`src/rtl/demux_tdm_1_16.sv`:
```
// Time-division 1:16 demultiplexer with a double-buffered parallel output.
// Channels 0..14 collect in a shadow buffer. Channel 15 goes straight from din
// into q together with the shadow, so a frame publishes on the edge that
// accepts its last beat.
module demux_tdm_1_16 #(
  parameter int DATA_W = 1
) (
  input  logic                 clk,
  input  logic                 rst_n,
  input  logic [DATA_W-1:0]    din,
  input  logic                 din_valid,
  input  logic                 frame_start,
  output logic [16*DATA_W-1:0] q,
  output logic                 q_valid,
  output logic                 frame_done,
  output logic                 sync_err,
  output logic [3:0]           ch,
  output logic                 busy
);

  typedef enum logic {IDLE, RUN} state_t;

  state_t                  state, state_nxt;
  logic [3:0]              ch_nxt;
  logic                    shadow_we;
  logic [3:0]              wr_idx;
  logic                    publish;
  logic                    resync;
  logic [14:0][DATA_W-1:0] shadow;
  logic [16*DATA_W-1:0]    q_cat;

  // A frame_start beat always restarts at slot 0; otherwise write at ch.
  assign wr_idx = frame_start ? 4'd0 : ch;
  assign busy   = (state == RUN);

  // Next-state, channel advance and publish/resync decode.
  always_comb begin
    state_nxt = state;
    ch_nxt    = ch;
    shadow_we = 1'b0;
    publish   = 1'b0;
    resync    = 1'b0;
    if (din_valid) begin
      unique case (state)
        IDLE: begin
          // Beats without frame_start are dropped silently while idle.
          if (frame_start) begin
            shadow_we = 1'b1;
            ch_nxt    = 4'd1;
            state_nxt = RUN;
          end
        end
        RUN: begin
          if (frame_start) begin
            // frame_start wins over completion, even at ch==15.
            resync    = 1'b1;
            shadow_we = 1'b1;
            ch_nxt    = 4'd1;
          end else if (ch == 4'd15) begin
            publish   = 1'b1;
            ch_nxt    = 4'd0;
            state_nxt = IDLE;
          end else begin
            shadow_we = 1'b1;
            ch_nxt    = ch + 4'd1;
          end
        end
        default: state_nxt = IDLE;
      endcase
    end
  end

  // Flattened {din, shadow[14..0]} presented to q on completion.
  always_comb begin
    q_cat = '0;
    for (int k = 0; k < 15; k++) q_cat[k*DATA_W +: DATA_W] = shadow[k];
    q_cat[15*DATA_W +: DATA_W] = din;
  end

  // FSM state and channel counter.
  always_ff @(posedge clk or negedge rst_n) begin
    if (!rst_n) begin
      state <= IDLE;
      ch    <= 4'd0;
    end else begin
      state <= state_nxt;
      ch    <= ch_nxt;
    end
  end

  // Shadow buffer: one slot written per accepted beat.
  always_ff @(posedge clk or negedge rst_n) begin
    if (!rst_n) begin
      shadow <= '0;
    end else if (shadow_we) begin
      for (int k = 0; k < 15; k++)
        if (wr_idx == 4'(k)) shadow[k] <= din;
    end
  end

  // Output buffer and one-cycle status pulses.
  always_ff @(posedge clk or negedge rst_n) begin
    if (!rst_n) begin
      q          <= '0;
      q_valid    <= 1'b0;
      frame_done <= 1'b0;
      sync_err   <= 1'b0;
    end else begin
      frame_done <= publish;
      sync_err   <= resync;
      if (publish) begin
        q       <= q_cat;
        q_valid <= 1'b1;
      end
    end
  end

endmodule

```
`config.mk`:
```
export PLATFORM = sky130hd
export DESIGN_NAME = demux_tdm_1_16
export DESIGN_NICKNAME = d
export VERILOG_FILES = /design/src/rtl/demux_tdm_1_16.sv
export SDC_FILE = /design/constraint.sdc
export NUM_CORES = 1
export LEC_CHECK = 0
export CAP_MARGIN = 20
export CORE_UTILIZATION = 52
export DETAILED_ROUTE_END_ITERATION = 10
export PLACE_DENSITY = 0.78
export SLEW_MARGIN = 20
export SYNTH_ARGS = -nofsm -noshare
export SYNTH_HDL_FRONTEND = slang
export SYNTH_SLANG_ARGS = --single-unit
```
`constraint.sdc`:
```
create_clock -name clk -period 2.35 [get_ports clk]
set_input_delay 0.47 -clock clk [delete_from_list [all_inputs] [get_ports clk]]
set_output_delay 0.47 -clock clk [all_outputs]
set_load 0.02 [all_outputs]
```
* After elaboration in Yosys (flattened, before gate mapping)
Cells that the tools add are included.
** Operators by class
- $add $sub $neg :: 1
- Shift operators :: 0
- Bitwise operators :: 1
- Reductions and logical operators :: 17
- Multipliers :: 0
- Multiplexer cells :: 16
- Equality and inequality tests :: 16
- Order comparisons :: 0
- Div/mod/pow operators :: 0
** Operators with widths (count)
- $eq 4x4->1 const B :: 8
- $reduce_and 2->1 :: 16
- $eq 4x3->1 const B :: 4
- $mux 4 :: 4
- $mux 1 :: 10
- $eq 4x2->1 const B :: 2
- $pmux 4 s2 :: 1
- $add 4x1->4 const B :: 1
- $eq 4x1->1 const B :: 1
- $logic_not 4->1 :: 1
- $ne 2x2->1 const B :: 1
- $pmux 1 s2 :: 1
- $not 1->1 :: 1
** Word-level totals
- Memory bits (writable) :: 0
- Bits in registers :: 39
- Input port bits :: 5
- Output and inout port bits :: 24
- Memory bits (read-only) :: 0
- Memories :: 0
- Logic and storage cells :: 72
- Bits in latches :: 0

* Logic depth before layout (Yosys ltp)
Gate-level depths: netlist of the first run.
- Word-level depth :: 6
- Mapped depth :: 5
- Depth with buffers taken out :: 4

* Least setup slack after synthesis of the first run
OpenSTA, ideal clock, no wires.
- Path type :: flip-flop to flip-flop
- From :: reg ch[0]
- To :: reg q[10]
- Arrival :: 1.800 ns
- Data required time :: 2.225 ns
- Slack :: 0.425 ns
- Path buffers :: 1
- Stages on the path, launching flop included :: 6
- Period minus slack after synthesis :: 1.925 ns
- Library setup time :: 0.125 ns
- Cells stage by stage :: dfrtp_1 -> ha_1 -> nand2b_4 -> nor3_4 -> buf_8 -> mux2_4
** Between the ends
- Word-level cells in the longest chain between the ends :: 5
** Ends and longest elaborated chain
- start, declared :: line 17 : output logic [3:0] ch,
- start signal, assigned :: line 87 : ch <= ch_nxt;
- $eq 4x4->1 :: line 59 : end else if (ch == 4'd15) begin
- $mux 1 :: line 59
- $mux 1 :: line 54 : if (frame_start) begin
- $mux 1 :: line 44 : unique case (state)
- $mux 1 :: line 43 : if (din_valid) begin
- named net publish :: line 27 : logic publish;
- end signal, assigned :: line 112 : q <= q_cat;
- end, declared :: line 13 : output logic [16*DATA_W-1:0] q,
The timed path passes the listed nets, and every way through them passes these cells.
A chain may end at the register's enable or synchronous reset.

* Worst setup path after layout of the first run
- From :: reg ch[2]
- To :: out ch[2]
No word-level cell between the ends.

==> implementation parameters, run 1 <==
Parameter                              Value

Outcome
  Run status    finished, final reports clean

STA
  Worst Skew    0.00894 ns
  Finish-stage setup viols    0
  Part of the cycle the worst path needs    a little under 90%
  Final min period    between 2 and 2.5 ns
  RSZ-0062 raised after global routing    no
  Setup TNS    0 ns
  Relative slew slack    44.8%
  Slew @ Worst Pin    0.828 ns
  Fmax    ~490 MHz
  Slew Limit Fails    0
  Number of hold violations in the final report    0

Drt
  Number of DRC markers after the initial detailed-route iteration    30
  Detailed Route WL    slightly below 3 mm
  Wire per inst    14.2 µm
  Drt via density    between 5 and 6
  DRC viols    0
  Final ANT Viol Nets    0
  Router iterations before antenna repair    4
  Via count    1,104

Worst setup path
  Endpoint kind of the worst setup timing path    output pin
  CP max stage cell    sky130_fd_sc_hd__clkdlybuf4s50_1
  Delay-heaviest family, CP    buffers and inverters
  Worst Path Max Fanout    11
  Worst Setup Start Kind    flip-flop
  Worst stage delay on the critical path    0.67 ns
  Worst Path Arrival    about 1.6 ns
  CP Buf/Inv Count    1
  Crit path cell chain    clkdlybuf4s50_1
  Required @ worst endpoint    ~1.9 ns
  Critical setup path kind    reg2out

Clock network
  Cts-stage hold buffer count    0
  Cell at the root of the clock tree    sky130_fd_sc_hd__clkbuf_4
  Maximum buffer depth of the clock tree    2
  Clk sinks    39
  Number of buffers inserted during clock tree synthesis    5
  Post-CTS clock slew at the launch and capture registers of the worst setup and hold paths    between 0.1 and 0.15 ns
  Count of buffers added by post-CTS timing repair for setup    0
  Depth of the CTS H-tree    2
  Clock latency reported for the late side of the worst-skew pair    around 0.35 ns
  TritonCTS clock tree    yes
  PostCTS Resize Cnt    0

Yosys
  Area share of xor/xnor cells in the synthesized design    0%
  Sequential-to-total area share from yosys stat    a little under three fifths
  Library cell with the largest summed area after synthesis    sky130_fd_sc_hd__dfrtp_1
  Cells taking the most area after synthesis    sky130_fd_sc_hd__dfrtp_1 57%, sky130_fd_sc_hd__mux2_2 15%, sky130_fd_sc_hd__mux2_4 7.0%
  Compound-gate portion of the synthesized area    4.58%
  Count of synthesis-stage warnings from yosys    0
  Post-synthesis adder-cell area fraction    less than 1%
  Multiplexer fraction of the synthesized cell area    about 22%
  Post-Synth Simple-Gate Area    around 13%
  Top cell type's share of synthesized area    a little under three fifths
  Flip-flop and latch count after synthesis    39
  Dominant combinational cell family by area after synthesis    multiplexers
  Number of distinct library cells after synthesis    31
  Combined area of all synthesized cells    1720 µm²
  Mean Syn Cell Area    approximately 14 µm²
  Number of nets produced by synthesis    roughly 130
  Cell count after synthesis    about 130

Floorplan
  Initial core utilization    between 50% and 60%
  Die H    approximately 60 µm
  Horizontal die dimension    around 60 µm
  Std-Cell Rows    20
  I/O pin count    29
  Core area    approximately 3100 µm²
  Die outline area    3550 µm²

Cells and area
  Area growth from synthesis to layout    22.2%
  Leading cell type in the layout, fill and taps excluded    sky130_fd_sc_hd__dfrtp_1
  Fraction of final layout cells sized beyond drive strength 1    a little under a third
  Ant. Diodes    0
  Post-layout nets    around 170
  Final cell area excluding filler cells    approximately 2100 µm²
  Commonest cells after routing, fill and taps aside    39 x sky130_fd_sc_hd__dfrtp_1, 27 x sky130_fd_sc_hd__clkdlybuf4s50_1, 23 x sky130_fd_sc_hd__mux2_2

Power and ir drop
  Leak Pwr    slightly below 1 nW
  Switching power    about 0.36 mW
  Power share of the clock group    about a quarter
  Maximum VDD drop    roughly 0.00043 V
  Net switching share of the total power    between 20% and 30%
  Internal power    0.985 mW
  Portion of total power attributed to combinational logic    between 10% and 20%
  Relative contribution of sequential cells to total power    around 58%
  Power per cell area    roughly 640 nW/µm²

Placed design
  Post-Place Cell Area    slightly above 2000 µm²
  Placer congestion estimate    0.796
  IO Port Bufs    28
  DPL Wire Length    ~2.0 mm

Global routing
  Largest net degree at the start of global routing    40
  Number of antenna violations at the first check in global routing    0
  Wire length of the first global-routing pass    between 4 and 5 mm
  Global routing usage summed across all routing layers    about a fifth
  Grt total ovfl    0
  Via count of the first global-routing pass    between 1,000 and 1,500

Flow run
  Max-cap check violation count    0

Worst hold path
  Min-Delay Path Class    in2async
cells in the mapped netlist (all sizes together):
| library cell | n |
|---|---|
| nor2b | 2 |
| dfrtp | 39 |
| mux2 | 31 |
| o22ai | 1 |
| or2 | 1 |
| nor3b | 2 |
| inv | 2 |
| nor2 | 1 |
| clkbuf | 2 |
| o41ai | 1 |
| nand2b | 1 |
| a21boi | 1 |
| and4b | 1 |
| nand3b | 1 |
| and3 | 1 |
| nor4b | 3 |
| a21oi | 2 |
| ha | 1 |
| o31ai | 1 |
| o22a | 1 |
| nand3 | 10 |
| nor3 | 1 |
| and4bb | 1 |
| nand2 | 9 |
| o21a | 2 |
| o21ai | 3 |
| buf | 5 |
logic make-up (layout without fill, tap and decap cells):
logic type                 count (synthesis)  in the layout
DFF                                       39             39
AOI/OAI and AO/OA                         12             12
adders and majority gates                  1              1
and+or+nand+nor                           34             34
buffers and inverters                      9             43
muxes                                     31             31
power by group through the flow:
stage	Sequential, mW	Combinational, mW	Clock [mW]
6_report	0.783	0.219	0.342
3_3_place_gp	0.792	0.214	0
2_1_floorplan	0.794	0.135	0
3_5_place_dp	0.796	0.222	0
5_1_grt	0.794	0.240	0.382
4_1_cts	0.783	0.223	0.354
path summary, 6_finish.rpt:
check                        start       to  slack (ns)  depth (start not counted)
min                          rst_n    ch[2]        0.21                          1
min reg2reg                q_valid  q_valid        0.48                          1
min in group clk           q_valid  q_valid        0.48                          1
max reg2reg                  ch[0]     q[7]        0.55                          5
max in group asynchronous    rst_n    ch[0]        1.62                          1
max                          ch[2]    ch[2]        0.29                          1
area by class of cell:
| cell class | instances | area [µm²] |
|---|---|---|
| well taps | 44 | 55.1 |
| repair buffers | 34 | 320 |
| flip-flops and latches | 39 | 976 |
| multi-input cells | 78 | 689 |
| fillers | 271 | 998 |
| clock buffers | 6 | 51.3 |
| inverters | 2 | 7.51 |
| clock inverters | 1 | 5.00 |
sequential cells by signal (all words and copies together) (netlist names):
register,cells
q,16
q_valid,1
busy,1
ch,4
q_cat,15
frame_done,1
sync_err,1
metal layers:
metal	routed length (µm)	track usage, %	share of wire [%]	up-vias
met5	0	0	0	-
met4	121	14.6	4.2	0
met3	122	4.80	4.2	12
met2	1350	29.9	47	31
met1	1310	24.4	45	543
li1	-	-	-	518
stage by stage:
stage / power [mW] / hold slack (ns) / cells / setup slack [ns] / util [%]
after floorplan: 0.929 / 0.174 / 126 / 0.425 / -
after global placement: 1.01 / 0.453 / 197 / 0.272 / 66.0
after detailed placement: 1.02 / 0.458 / 197 / 0.114 / 66.0
after CTS: 1.36 / 0.235 / 204 / 0.279 / 67.8
after global routing: 1.42 / 0.273 / 204 / 0.219 / 67.8
final: 1.34 / 0.210 / 204 / 0.290 / 67.8
Note: power is estimated with default switching activity, not from simulation.
==> inputs of run 2 (changes only) <==
--- a/config.mk
+++ b/config.mk
@@ -8,5 +8,5 @@
 export CAP_MARGIN = 20
-export CORE_UTILIZATION = 52
+export CORE_UTILIZATION = 47
 export DETAILED_ROUTE_END_ITERATION = 10
-export PLACE_DENSITY = 0.78
+export PLACE_DENSITY = 0.75
 export SLEW_MARGIN = 20
==> constraint.sdc (replaced) <==
create_clock -name clk -period 1.88 [get_ports clk]
set_input_delay 0.47 -clock clk [delete_from_list [all_inputs] [get_ports clk]]
set_output_delay 0.47 -clock clk [all_outputs]
set_load 0.02 [all_outputs]
==> run 2 against run 1 <==
Against the previous run:
- die area increased by 10%
- register-to-register slack got worse by 0.44 ns
- critical endpoint is now q[5]
- worst setup slack got worse by 0.20 ns
- non-clock buffer count increased by 5
- critical path depth unchanged
- clock skew about the same
- final area increased by 3.2%
- largest cell class unchanged
- via count decreased by 0.18%
- hold slack got worse by 0.14 ns
- count of clock-buffer cells in the layout unchanged
- global-route usage decreased by 1.1 points
==> implementation parameters, run 2 (synthesis gave the netlist of run 1 again) <==
Parameter                              Value

Drt
  Router iterations before antenna repair    4 (unchanged)
  Detailed Route WL    3.10 mm (+6.8%)
  Number of DRC markers after the initial detailed-route iteration    46 (+53%)
  Final ANT Viol Nets    0 (unchanged)
  DRC viols    0 (unchanged)
  Wire per inst    14.7 µm (+3.3%)
  Drt via density    5.22 (-3.5%)
  Via count    1,102 (-0.18%)

Floorplan
  Die H    62.5 µm (+5.0%)
  Initial core utilization    50.4% (-5.1 points)
  Die outline area    3910 µm² (+10%)
  Core area    3420 µm² (+10%)
  Horizontal die dimension    62.5 µm (+5.0%)
  Std-Cell Rows    21 (+5.0%)
  I/O pin count    29 (unchanged)

Clock network
  Clock latency reported for the late side of the worst-skew pair    0.34 ns (about the same)
  Clk sinks    39 (unchanged)
  Depth of the CTS H-tree    2 (unchanged)
  Cell at the root of the clock tree    sky130_fd_sc_hd__clkbuf_4
  Number of buffers inserted during clock tree synthesis    5 (unchanged)
  TritonCTS clock tree    yes
  Cts-stage hold buffer count    0 (unchanged)
  Maximum buffer depth of the clock tree    2 (unchanged)
  Post-CTS clock slew at the launch and capture registers of the worst setup and hold paths    0.11 ns (about the same)

STA
  Fmax    approximately 560 MHz
  Slew Limit Fails    0 (unchanged)
  Worst Skew    0.00864 ns (-0.000303 ns)
  Relative slew slack    66.1% (+21 points)
  Slew @ Worst Pin    0.508 ns (-0.321 ns)
  RSZ-0062 raised after global routing    no
  Final min period    roughly 1.8 ns
  Part of the cycle the worst path needs    95.1%
  Setup TNS    0 ns (unchanged)
  Finish-stage setup viols    0 (unchanged)
  Number of hold violations in the final report    0 (unchanged)

Worst setup path
  CP Buf/Inv Count    1 (unchanged)
  Worst stage delay on the critical path    0.61 ns (-0.06 ns)
  Flop-to-flop setup slack    0.11 ns (-0.44 ns)
  Worst Path Arrival    1.32 ns (-0.27 ns)
  Required @ worst endpoint    1.41 ns (-0.47 ns)
  Crit path cell chain    clkdlybuf4s50_1
  Worst Path Max Fanout    2 (-9)
  Endpoint kind of the worst setup timing path    output pin
  Critical setup path kind    reg2out
  Delay-heaviest family, CP    buffers and inverters
  CP max stage cell    sky130_fd_sc_hd__clkdlybuf4s50_1
  Worst Setup Start Kind    flip-flop

Global routing
  Wire length of the first global-routing pass    5.56 mm (+13%)
  Via count of the first global-routing pass    1,182 (+10%)
  Largest net degree at the start of global routing    40 (unchanged)
  Global routing usage summed across all routing layers    18.6% (-1.1 points)
  Number of antenna violations at the first check in global routing    0 (unchanged)
  Grt total ovfl    0 (unchanged)

Cells and area
  Ant. Diodes    0 (unchanged)
  Post-layout nets    171 (+3.0%)
  Leading cell type in the layout, fill and taps excluded    sky130_fd_sc_hd__dfrtp_1
  Area growth from synthesis to layout    26.1%
  Flip-flop count of the largest register after layout    16 (unchanged)
  Register with the most flip-flops    q
  Commonest cells after routing, fill and taps aside    38 x sky130_fd_sc_hd__dfrtp_1, 23 x sky130_fd_sc_hd__mux2_2, 23 x sky130_fd_sc_hd__clkdlybuf4s50_1
  Fraction of final layout cells sized beyond drive strength 1    33.9% (+2.7 points)

Worst hold path
  Min-Delay Path Class    in2async

Placed design
  IO Port Bufs    28 (unchanged)
  Placer congestion estimate    0.790 (-0.79%)
  DPL Wire Length    2.17 mm (+6.2%)

Power and ir drop
  Total power    1.80 mW (+34%)
  Maximum VDD drop    0.000680 V (+57%)
  Power per cell area    828 nW/µm² (+30%)
  Leak Pwr    1.00 nW (+3.8%)

Outcome
  Run status    finished, final reports clean

Flow run
  Max-cap check violation count    0 (unchanged)
run 2: path summary, 6_finish.rpt:
path	startpoint	endpoint	cells after the start
min in group clk	q_valid	q_valid	1
setup reg to reg	ch[0]	q[5]	5
max in group asynchronous	rst_n	busy	2
hold / removal	rst_n	q[12]	2
setup / recovery	q[5]	q[5]	1
hold reg to reg	q_valid	q_valid	1
run 2: power breakdown:
part | internal, mW | switching (mW) | total [mW]
sequential | 0.922 | 0.0541 | 0.976
clock | 0.274 | 0.256 | 0.530
combinational | 0.145 | 0.146 | 0.291
total | 1.34 | 0.456 | 1.80
run 2: layout make-up:
| type | count | area (µm²) |
|---|---|---|
| well taps | 46 | 57.6 |
| clock buffers | 6 | 41.3 |
| repair buffers | 39 | 365 |
| clock inverters | 1 | 30.0 |
| fillers | 283 | 1240 |
| inverters | 2 | 7.51 |
| multi-input cells | 78 | 692 |
| flip-flops and latches | 39 | 977 |
run 2: metrics by stage:
stage | instances | hold slack (ns) | util [%] | cell area, µm² | setup WS [ns]
finish | 211 | 0.0751 | 63.6 | 2170 | 0.0913
global placement | 204 | 0.449 | 61.6 | 2100 | -0.175
detailed placement | 204 | 0.454 | 61.6 | 2100 | -0.239
floorplan | 126 | 0.174 | - | 1720 | 0.00280
CTS | 211 | 0.0767 | 63.6 | 2170 | 0.0696
global route | 211 | 0.0705 | 63.6 | 2170 | 0.0171
run 2: repair_timing:
item	CTS	global route
resized for setup	5	0
setup endpoints to repair	4	0
buffers inserted	0	0
hold endpoints to repair	0	0
run 2: worst register-to-register path, cell delays in order (launching register included):
cell                       delay, ns
sky130_fd_sc_hd__dfrtp_1        0.51
sky130_fd_sc_hd__ha_2           0.34
sky130_fd_sc_hd__nand2b_4       0.08
sky130_fd_sc_hd__nor3_4         0.17
sky130_fd_sc_hd__buf_4          0.21
sky130_fd_sc_hd__mux2_2         0.36
run 2: metal layers:
metal	up-vias	GRT usage [%]	share of wire, %
li1	530	-	-
met1	541	23.5	45
met2	26	29.6	50
met3	5	6.93	3.8
met4	0	5.52	1.1
met5	-	0	0
==> inputs of run 3 (changes only) <==
Settings changed: CORE_MARGIN set to 2.
==> run 3 against run 2 <==
Against the previous run:
- routed wire length barely moved
- hold slack lost 0.014 ns
- critical endpoint unchanged
- via count increased by 4.1%
- utilization is 0.37 points lower
- first-iteration DRC count decreased by 41%
- final area decreased by 0.58%
- final cell count grew 0.95%
- register-to-register slack hardly changed
- global-route usage fell by 1.2 points
- largest cell class unchanged
==> implementation parameters, run 3 (synthesis gave the netlist of run 1 again) <==
Parameter                              Value

Cells and area
  Area growth from synthesis to layout    25.4%
  Post-layout utilization of the core    63.2% (-0.37 points)
  Fill cell total of the finished layout    284 (+0.35%)
  Register with the most flip-flops    q
  Number of standard cells in the layout, taps in and fillers out    213 (+0.95%)
  Commonest cells after routing, fill and taps aside    37 x sky130_fd_sc_hd__dfrtp_1, 23 x sky130_fd_sc_hd__mux2_2, 23 x sky130_fd_sc_hd__clkdlybuf4s50_1
  Post-layout nets    172 (+0.58%)
  Leading cell type in the layout, fill and taps excluded    sky130_fd_sc_hd__dfrtp_1
  Fraction of final layout cells sized beyond drive strength 1    34.7% (+0.79 points)
  Flip-flop count of the largest register after layout    16 (unchanged)
  Ant. Diodes    0 (unchanged)

STA
  Slew Limit Fails    0 (unchanged)
  Relative slew slack    64.5% (-1.5 points)
  Final min period    1.80 ns (+0.0148 ns)
  Worst Skew    0.00593 ns (-0.00270 ns)
  Slew @ Worst Pin    0.530 ns (+0.0228 ns)
  Number of hold violations in the final report    0 (unchanged)
  Finish-stage setup viols    0 (unchanged)
  Part of the cycle the worst path needs    95.9% (+0.79 points)
  RSZ-0062 raised after global routing    no
  Fmax    554 MHz (-0.82%)

Worst setup path
  CP Buf/Inv Count    1 (unchanged)
  Crit path cell chain    clkdlybuf4s50_1
  Delay-heaviest family, CP    buffers and inverters
  Worst Path Arrival    1.33 ns (about the same)
  Worst Setup Start Kind    flip-flop
  Critical setup path kind    reg2out
  CP max stage cell    sky130_fd_sc_hd__clkdlybuf4s50_1
  Required @ worst endpoint    1.41 ns (about the same)
  Worst stage delay on the critical path    0.61 ns (about the same)
  Flop-to-flop setup slack    0.12 ns (about the same)
  Endpoint kind of the worst setup timing path    output pin
  Worst Path Max Fanout    2 (unchanged)

Placed design
  DPL Wire Length    2.17 mm (about the same)
  Placer congestion estimate    0.805 (+1.9%)
  Number of instances in the placed design    205 (+0.49%)
  IO Port Bufs    28 (unchanged)

Global routing
  Grt total ovfl    0 (unchanged)
  Wire length of the first global-routing pass    5.42 mm (-2.6%)
  Number of antenna violations at the first check in global routing    0 (unchanged)
  Via count of the first global-routing pass    1,128 (-4.6%)
  Largest net degree at the start of global routing    23 (-43%)
  Global routing usage summed across all routing layers    17.4% (-1.2 points)

Clock network
  Clock latency reported for the late side of the worst-skew pair    0.34 ns (about the same)
  Cts-stage hold buffer count    0 (unchanged)
  Clk sinks    39 (unchanged)
  Number of buffers inserted during clock tree synthesis    5 (unchanged)
  Post-CTS clock slew at the launch and capture registers of the worst setup and hold paths    0.11 ns (about the same)
  Maximum buffer depth of the clock tree    2 (unchanged)
  Depth of the CTS H-tree    2 (unchanged)
  Cell at the root of the clock tree    sky130_fd_sc_hd__clkbuf_4
  TritonCTS clock tree    yes
  Count of buffers added by post-CTS timing repair for setup    0 (unchanged)

Floorplan
  Core area    3420 µm² (unchanged)
  Horizontal die dimension    64.5 µm (+3.2%)
  Die outline area    4160 µm² (+6.5%)
  Die H    64.5 µm (+3.2%)
  Initial core utilization    50.4% (unchanged)
  I/O pin count    29 (unchanged)
  Std-Cell Rows    21 (unchanged)

Power and ir drop
  Power per cell area    776 nW/µm² (-6.3%)
  Maximum VDD drop    0.000581 V (-15%)
  Leak Pwr    0.997 nW (-0.59%)
  Total power    1.68 mW (-6.8%)

Outcome
  Run status    finished, final reports clean

Drt
  Wire per inst    14.6 µm (-0.84%)
  DRC viols    0 (unchanged)
  Final ANT Viol Nets    0 (unchanged)
  Number of DRC markers after the initial detailed-route iteration    27 (-41%)
  Via count    1,147 (+4.1%)
  Drt via density    5.38 (+3.1%)
  Router iterations before antenna repair    4 (unchanged)
  Detailed Route WL    3.10 mm (about the same)

Flow run
  Max-cap check violation count    0 (unchanged)

Worst hold path
  Min-Delay Path Class    in2async
-- run 3: repair_timing --
action                                  in CTS  in global routing
gates resized for setup                      6                  0
hold endpoints to repair                     0                  0
endpoints found under the setup margin       4                  0
-- run 3: final timing paths --
| kind | startpoint | endpoint | depth (start not counted) |
|---|---|---|---|
| setup / recovery | q[5] | q[5] | 1 |
| hold / removal | rst_n | q[14] | 1 |
| min in group clk | q_valid | q_valid | 1 |
| setup reg to reg | ch[1] | q[7] | 5 |
| max in group asynchronous | rst_n | q_cat[13] | 2 |
| hold reg to reg | q_valid | q_valid | 1 |
-- run 3: cell type report --
cell class / instances / area [µm²] / share of cell area (%)
Sequential cell: 39 / 978 / 45.3
Timing Repair Buffer: 40 / 373 / 17.3
Clock buffer: 7 / 45.0 / 2.09
Clock inverter: 1 / 5.00 / 0.232
Inverter: 2 / 7.51 / 0.348
Multi-Input combinational cell: 78 / 692 / 32.1
Tap cell: 46 / 57.6 / 2.67
-- run 3: routing by layer --
layer / up-vias / GRT usage, % / routed length [µm]
li1: 534 / - / -
met1: 571 / 22.1 / 1410
met2: 35 / 27.9 / 1460
met3: 7 / 5.38 / 171
met4: 0 / 6.65 / 60
met5: - / 0 / 0
-- run 3: power by group --
part / switching (mW) / internal (mW) / total [mW]
logic: 0.144 / 0.146 / 0.291
registers: 0.0548 / 0.922 / 0.977
clock network: 0.262 / 0.146 / 0.407
-- run 3: metrics by stage --
stage / setup TNS, ns / hold slack [ns] / setup slack [ns] / instance area [µm²]
2_1_floorplan: 0 / 0.174 / 0.00280 / 1720
3_3_place_gp: -3.02 / 0.437 / -0.167 / 2110
3_5_place_dp: -4.38 / 0.443 / -0.226 / 2110
4_1_cts: 0 / 0.0608 / 0.0475 / 2160
5_1_grt: 0 / 0.0619 / 0.00776 / 2160
6_report: 0 / 0.0610 / 0.0765 / 2160
